===== src/rtl/mac_mult_block_pipe.sv =====
// mac_mult_block_pipe: two-stage lane multiplier (SINGLE/DUAL/QUAD) with valid/ready flow control.
// Optional stage-2 accumulator with acc_en/acc_clr ports is built when MAC_MULT_ACC_EN is defined.
module mac_mult_block_pipe #(
  parameter int MIN_WIDTH = 8,
  parameter int ACC_GUARD = 8,
  localparam int INT_WIDTH = 5 * MIN_WIDTH,
  localparam int ACC_WIDTH = INT_WIDTH + ACC_GUARD,
`ifdef MAC_MULT_ACC_EN
  localparam int C_WIDTH = ACC_WIDTH
`else
  localparam int C_WIDTH = ACC_WIDTH - ACC_GUARD
`endif
) (
  input  logic                   clk,
  input  logic                   rst,
  input  logic                   en,
  input  logic                   in_valid,
  output logic                   in_ready,
  input  logic [4*MIN_WIDTH-1:0] A,
  input  logic [MIN_WIDTH-1:0]   B3,
  input  logic [1:0]             cfg,
`ifdef MAC_MULT_ACC_EN
  input  logic                   acc_en,
  input  logic                   acc_clr,
`endif
  output logic                   out_valid,
  input  logic                   out_ready,
  output logic [C_WIDTH-1:0]     C
);

  logic                   ready_q;
  logic                   advance_s;
  logic                   s1_valid_q;
  logic [1:0]             s1_cfg_q;
  logic [2*MIN_WIDTH-1:0] p_d [4];
  logic [2*MIN_WIDTH-1:0] p_q [4];
  logic [INT_WIDTH-1:0]   sum_s;
  logic                   out_valid_q;
  logic [C_WIDTH-1:0]     c_d;
  logic [C_WIDTH-1:0]     c_q;
`ifdef MAC_MULT_ACC_EN
  logic                   s1_acc_en_q;
  logic                   s1_acc_clr_q;
  logic [ACC_WIDTH-1:0]   acc_q;
  logic [ACC_WIDTH-1:0]   acc_d;
`endif

  // Holds in_ready low during reset; the pipeline may advance from the first edge after release.
  always_ff @(posedge clk or negedge rst) begin
    if (!rst) ready_q <= 1'b0;
    else      ready_q <= 1'b1;
  end

  assign advance_s = en & ready_q & (~out_valid_q | out_ready);
  assign in_ready  = advance_s;
  assign out_valid = out_valid_q;
  assign C         = c_q;

  // Unsigned lane partial products Ai*B3.
  always_comb begin
    for (int i = 0; i < 4; i++) begin
      p_d[i] = {{MIN_WIDTH{1'b0}}, A[i*MIN_WIDTH +: MIN_WIDTH]} * {{MIN_WIDTH{1'b0}}, B3};
    end
  end

  // Stage 1: partial products plus the per-transaction controls.
  always_ff @(posedge clk or negedge rst) begin
    if (!rst) begin
      s1_valid_q <= 1'b0;
      s1_cfg_q   <= 2'b00;
      for (int i = 0; i < 4; i++) p_q[i] <= '0;
`ifdef MAC_MULT_ACC_EN
      s1_acc_en_q  <= 1'b0;
      s1_acc_clr_q <= 1'b0;
`endif
    end else if (advance_s) begin
      s1_valid_q <= in_valid;
      s1_cfg_q   <= cfg;
      for (int i = 0; i < 4; i++) p_q[i] <= p_d[i];
`ifdef MAC_MULT_ACC_EN
      s1_acc_en_q  <= acc_en;
      s1_acc_clr_q <= acc_clr;
`endif
    end
  end

  // Mode-dependent combination of the registered partial products.
  always_comb begin
    sum_s = '0;
    case (s1_cfg_q)
      2'b00:   sum_s = INT_WIDTH'(p_q[3]);
      2'b01:   sum_s = INT_WIDTH'(p_q[2]) + (INT_WIDTH'(p_q[3]) << MIN_WIDTH);
      2'b10:   sum_s = INT_WIDTH'(p_q[0])
                     + (INT_WIDTH'(p_q[1]) << MIN_WIDTH)
                     + (INT_WIDTH'(p_q[2]) << (2*MIN_WIDTH))
                     + (INT_WIDTH'(p_q[3]) << (3*MIN_WIDTH));
      default: sum_s = '0;
    endcase
  end

`ifdef MAC_MULT_ACC_EN
  // Accumulator next state; bubbles leave it untouched.
  always_comb begin
    acc_d = acc_q;
    c_d   = C_WIDTH'(sum_s);
    if (s1_valid_q) begin
      acc_d = (s1_acc_clr_q ? {ACC_WIDTH{1'b0}} : acc_q)
            + (s1_acc_en_q ? ACC_WIDTH'(sum_s) : {ACC_WIDTH{1'b0}});
      if (s1_acc_en_q) c_d = acc_d;
      else             c_d = C_WIDTH'(sum_s);
    end else begin
      acc_d = acc_q;
      c_d   = C_WIDTH'(sum_s);
    end
  end

  // Accumulator register, wraps modulo 2^ACC_WIDTH.
  always_ff @(posedge clk or negedge rst) begin
    if (!rst)           acc_q <= '0;
    else if (advance_s) acc_q <= acc_d;
  end
`else
  assign c_d = sum_s;
`endif

  // Stage 2: result register and output valid; C keeps its value across bubbles.
  always_ff @(posedge clk or negedge rst) begin
    if (!rst) begin
      out_valid_q <= 1'b0;
      c_q         <= '0;
    end else if (advance_s) begin
      out_valid_q <= s1_valid_q;
      if (s1_valid_q) c_q <= c_d;
    end
  end

endmodule


===== config.mk =====
export PLATFORM = sky130hd
export DESIGN_NAME = mac_mult_block_pipe
export DESIGN_NICKNAME = d
export VERILOG_FILES = /design/src/rtl/mac_mult_block_pipe.sv
export SDC_FILE = /design/constraint.sdc
export NUM_CORES = 1
export LEC_CHECK = 0
export ABC_AREA = 1
export CORE_MARGIN = 2
export CORE_UTILIZATION = 55
export CTS_CLUSTER_DIAMETER = 40
export DETAILED_ROUTE_END_ITERATION = 10
export PLACE_DENSITY_LB_ADDON = 0.2
export SLEW_MARGIN = 10
export SYNTH_ARGS = -nofsm -noshare
export SYNTH_HDL_FRONTEND = slang
export SYNTH_SLANG_ARGS = --single-unit

===== constraint.sdc =====
create_clock -name clk -period 1.7 [get_ports clk]
set_input_delay 0.17 -clock clk [delete_from_list [all_inputs] [get_ports clk]]
set_output_delay 0.17 -clock clk [all_outputs]
set_load 0.01 [all_outputs]

==> impl_metrics.json <==
{
  "status": "finished, violations left",
  "failed_checks": "setup timing",
  "detailedPlacementHpwl_mm": 39.9,
  "setup_viol": 83,
  "detail_route.vias_per_cell": 5.66,
  "cts_inserted_buffers": 9,
  "fin_worst_skew_ps": 14.0,
  "shortest_period_the_worst_path_allows_ps": 3610,
  "die-width_um": 174,
  "clock_latency_ps": 380,
  "critical_path_arrival_ps": 3890,
  "hold_path.class": "in2async",
  "synth_top_area_share": 0.186,
  "timing.fmax_mhz": 277,
  "maximum_number_of_pins_on_one_net_before_global_route_repair": 57,
  "ys_top_cells_by_area": "sky130_fd_sc_hd__nand2_1 (19%), sky130_fd_sc_hd__fa_1 (18%), sky130_fd_sc_hd__dfrtp_1 (17%)",
  "post_synth_inst_count": 2379,
  "worstSetupPathType": "in2reg",
  "drt_iter0_drc": 1831,
  "drt-pass1-iter-count": 6,
  "power.static_leakage_nw": 13.6,
  "grt_remaining_overflow": 0,
  "fp.coreArea_um2": 28600,
  "timing.critical_path.required_ps": 1980,
  "antenna_cells": 0,
  "detail_route.wl_per_cell_um": 20.5,
  "finalHoldWorstSlack_ps": 169,
  "power.density_cell_area_nw_per_um2": 1650,
  "post_synth_instance_area_um2": 15900,
  "setup.worst_path.start_class": "input pin",
  "cts-htree-levels": 3,
  "clkTransAtPathRegs_ps": 80,
  "hold_violations": 0,
  "synth.yosys.warnings": 0,
  "drc": 0,
  "finalWeightedCongestion": 0.954,
  "worst_path_max_delay_cell": "sky130_fd_sc_hd__fa_1",
  "ios": 89,
  "clock_sinks": 109,
  "grt.total_usage": 0.389,
  "first_global_vias": 17700,
  "final_min_period_over_clock_period": 2.12,
  "slowest_delay_ps": 540,
  "final_max_slew_viol_count": 0,
  "worst_path_most_repeated_cell": "sky130_fd_sc_hd__fa_1",
  "antenna_left": 0,
  "timing.critical_path.buf_inv": 7,
  "rows": 62,
  "vdd_drop_max_mv": 0.838,
  "cts_tree": "yes",
  "tns_ps": -83490,
  "filler_cell_count_in_the_final_layout": 1488,
  "seq_area_um2": 2740,
  "yosysSeqAreaShare": 0.171,
  "timing.critical_path.max_delay_family": "adder cells",
  "die_area_um2": 30300,
  "grt_pass1_wl_mm": 92.6,
  "multiInputGateArea_um2": 14400,
  "critical_path.max_fanout": 5,
  "synthDistinctLibCells": 36,
  "finalWirelength_mm": 65.3,
  "fin_nets": 3159,
  "finalInstanceArea_um2": 24800,
  "final_layout_size_suffix_gt1_frac": 0.426,
  "worst-r2r-setup-slack_ps": -420,
  "ys_ff_latch": 109,
  "utilization": 0.866,
  "ctsRootBufferMaster": "sky130_fd_sc_hd__clkbuf_16",
  "grt_antenna_before_repair": 1,
  "worst_slack_ps": -1910,
  "syn_to_final_growth_pct": 55.6,
  "dp_slack_ps": -2510,
  "cts_buffer_depth": 2,
  "placement.cell_area_um2": 20300,
  "cp_cell_sequence": "buf_12 > buf_12 > buf_8 > nand2_4 > inv_2 > fa_1 > fa_1 > fa_1 > inv_1 > fa_1 > inv_2 > ha_4 > nand2_4 > o21ai_2 > inv_1 > a21o_1 > a31oi_1",
  "synth.avg_cell_area_um2": 6.69,
  "critical_path.endpoint_type": "flip-flop",
  "initial_utilization": 0.556,
  "portBuffers": 88,
  "die_y_um": 174,
  "synth_top_area_cell": "sky130_fd_sc_hd__nand2_1",
  "rsz0062_at_grt": "yes",
  "synth_nets": 2740,
  "routed-via-count": 18000,
  "drv_cap": 0
}
## registers in the layout, indices dropped and copies added, names as in the netlist
name and count:
out_valid 1, ready_q 1, s1_valid_q 1, s1_cfg_q 2
p_q 64, C 40
## final cells by class
type / instances / share of cell area
clock inverters: 7 / 0.00429
clock buffers: 9 / 0.00909
multi-input cells: 1608 / 0.583
repair buffers: 492 / 0.185
well taps: 384 / 0.0194
flip-flops and latches: 109 / 0.111
inverters: 578 / 0.0889
## report_power, final
group          internal, mW  switching [mW]  total (mW)
Sequential             3.63            1.10        4.73
Combinational          15.2            18.5        33.7
Clock                  1.32            1.11        2.42
## metal layers
layer  GRT usage  wire (µm)  share of wire
met1       0.492      23800           0.36
met2       0.644      31000           0.47
met3      0.0435       5460          0.084
met4       0.232       5040          0.077
met5           0          0              0
## kinds of logic after synthesis
family,after synthesis,synth area share
AOI/OAI and AO/OA,185,0.0647
and+or+nand+nor,1092,0.280
other,1,0.000235
adders and majority gates,314,0.316
DFF,109,0.171
xor gates and xnor gates,16,0.00880
buffers and inverters,662,0.159
## stage by stage
stage / power [mW] / instances
2_1_floorplan: 18.8 / 2379
3_3_place_gp: 27.0 / 3064
3_5_place_dp: 27.5 / 3064
4_1_cts: 35.2 / 3152
5_1_grt: 43.0 / 3187
6_report: 40.8 / 3187
## cell usage after synthesis
cell                       number
sky130_fd_sc_hd__nand4_1       26
sky130_fd_sc_hd__o21bai_1       1
sky130_fd_sc_hd__inv_2         12
sky130_fd_sc_hd__buf_2         11
sky130_fd_sc_hd__o21ai_1        4
sky130_fd_sc_hd__nand2_1      791
sky130_fd_sc_hd__clkinv_1       1
sky130_fd_sc_hd__nor2_1        92
sky130_fd_sc_hd__a221oi_1       2
sky130_fd_sc_hd__a21boi_2       1
sky130_fd_sc_hd__xnor2_1       12
sky130_fd_sc_hd__or2_1          4
sky130_fd_sc_hd__a31oi_1       26
sky130_fd_sc_hd__or2_2          7
sky130_fd_sc_hd__xor2_1         4
sky130_fd_sc_hd__nor3_1        18
sky130_fd_sc_hd__ha_1         168
sky130_fd_sc_hd__buf_4          2
sky130_fd_sc_hd__dfrtp_1      109
sky130_fd_sc_hd__inv_1        565
sky130_fd_sc_hd__nor2_4         5
sky130_fd_sc_hd__clkbuf_2      26
sky130_fd_sc_hd__o211ai_2       4
sky130_fd_sc_hd__nand3b_1       3
sky130_fd_sc_hd__a21oi_2        2
sky130_fd_sc_hd__conb_1         1
sky130_fd_sc_hd__and2_1         2
sky130_fd_sc_hd__a21oi_1       64
sky130_fd_sc_hd__buf_1          1
sky130_fd_sc_hd__clkbuf_1      44
sky130_fd_sc_hd__nand3_1      134
sky130_fd_sc_hd__nand2_2        6
sky130_fd_sc_hd__nor2_2         4
sky130_fd_sc_hd__o21ai_0       74
sky130_fd_sc_hd__a21o_1         7
sky130_fd_sc_hd__fa_1         146
## worst reg2reg max path: cells and delay by family (launching register included)
family                     cells  cell delay, ps
AOI/OAI and AO/OA              1             170
adders and majority gates      2             630
buffers and inverters          1              60
DFF                            1             460
and+or+nand+nor                6             680
## worst paths after layout
path,end,cells past startpoint,start
worst max-delay path,p_q[59]$_DFFE_PN0P_,17,B3[6]
max in group asynchronous,p_q[62]$_DFFE_PN0P_,3,rst
min in group clk,p_q[16]$_DFFE_PN0P_,4,A[16]
worst min-delay path,C[31]$_DFFE_PN0P_,2,rst
worst min register to register,C[18]$_DFFE_PN0P_,2,C[18]$_DFFE_PN0P_
worst max register to register,C[24]$_DFFE_PN0P_,10,p_q[24]$_DFFE_PN0P_
## timing repair
action | in CTS | in global routing
hold buffers | 1 | 0
resized for setup | 613 | 360
pin swaps | 246 | 286
cloned | 9 | 1
hold endpoints to repair | 109 | 0
endpoints found under the setup margin | 87 | 89
setup buffers | 66 | 42
## layout by cell type, fill, tap and decap left out, types with 32 or more instances in the layout
cell	count
sky130_fd_sc_hd__buf_6	70
sky130_fd_sc_hd__nor2_1	53
sky130_fd_sc_hd__nand3_2	51
sky130_fd_sc_hd__a21oi_2	32
sky130_fd_sc_hd__buf_4	302
sky130_fd_sc_hd__dfrtp_1	98
sky130_fd_sc_hd__fa_1	120
sky130_fd_sc_hd__inv_1	438
sky130_fd_sc_hd__ha_4	83
sky130_fd_sc_hd__nand2_1	564
sky130_fd_sc_hd__ha_1	84
sky130_fd_sc_hd__nand3_1	66
sky130_fd_sc_hd__nand2_4	83
sky130_fd_sc_hd__clkdlybuf4s50_1	46
sky130_fd_sc_hd__nand2_2	143
sky130_fd_sc_hd__inv_2	128
Power figures use the tool's default switching activity.
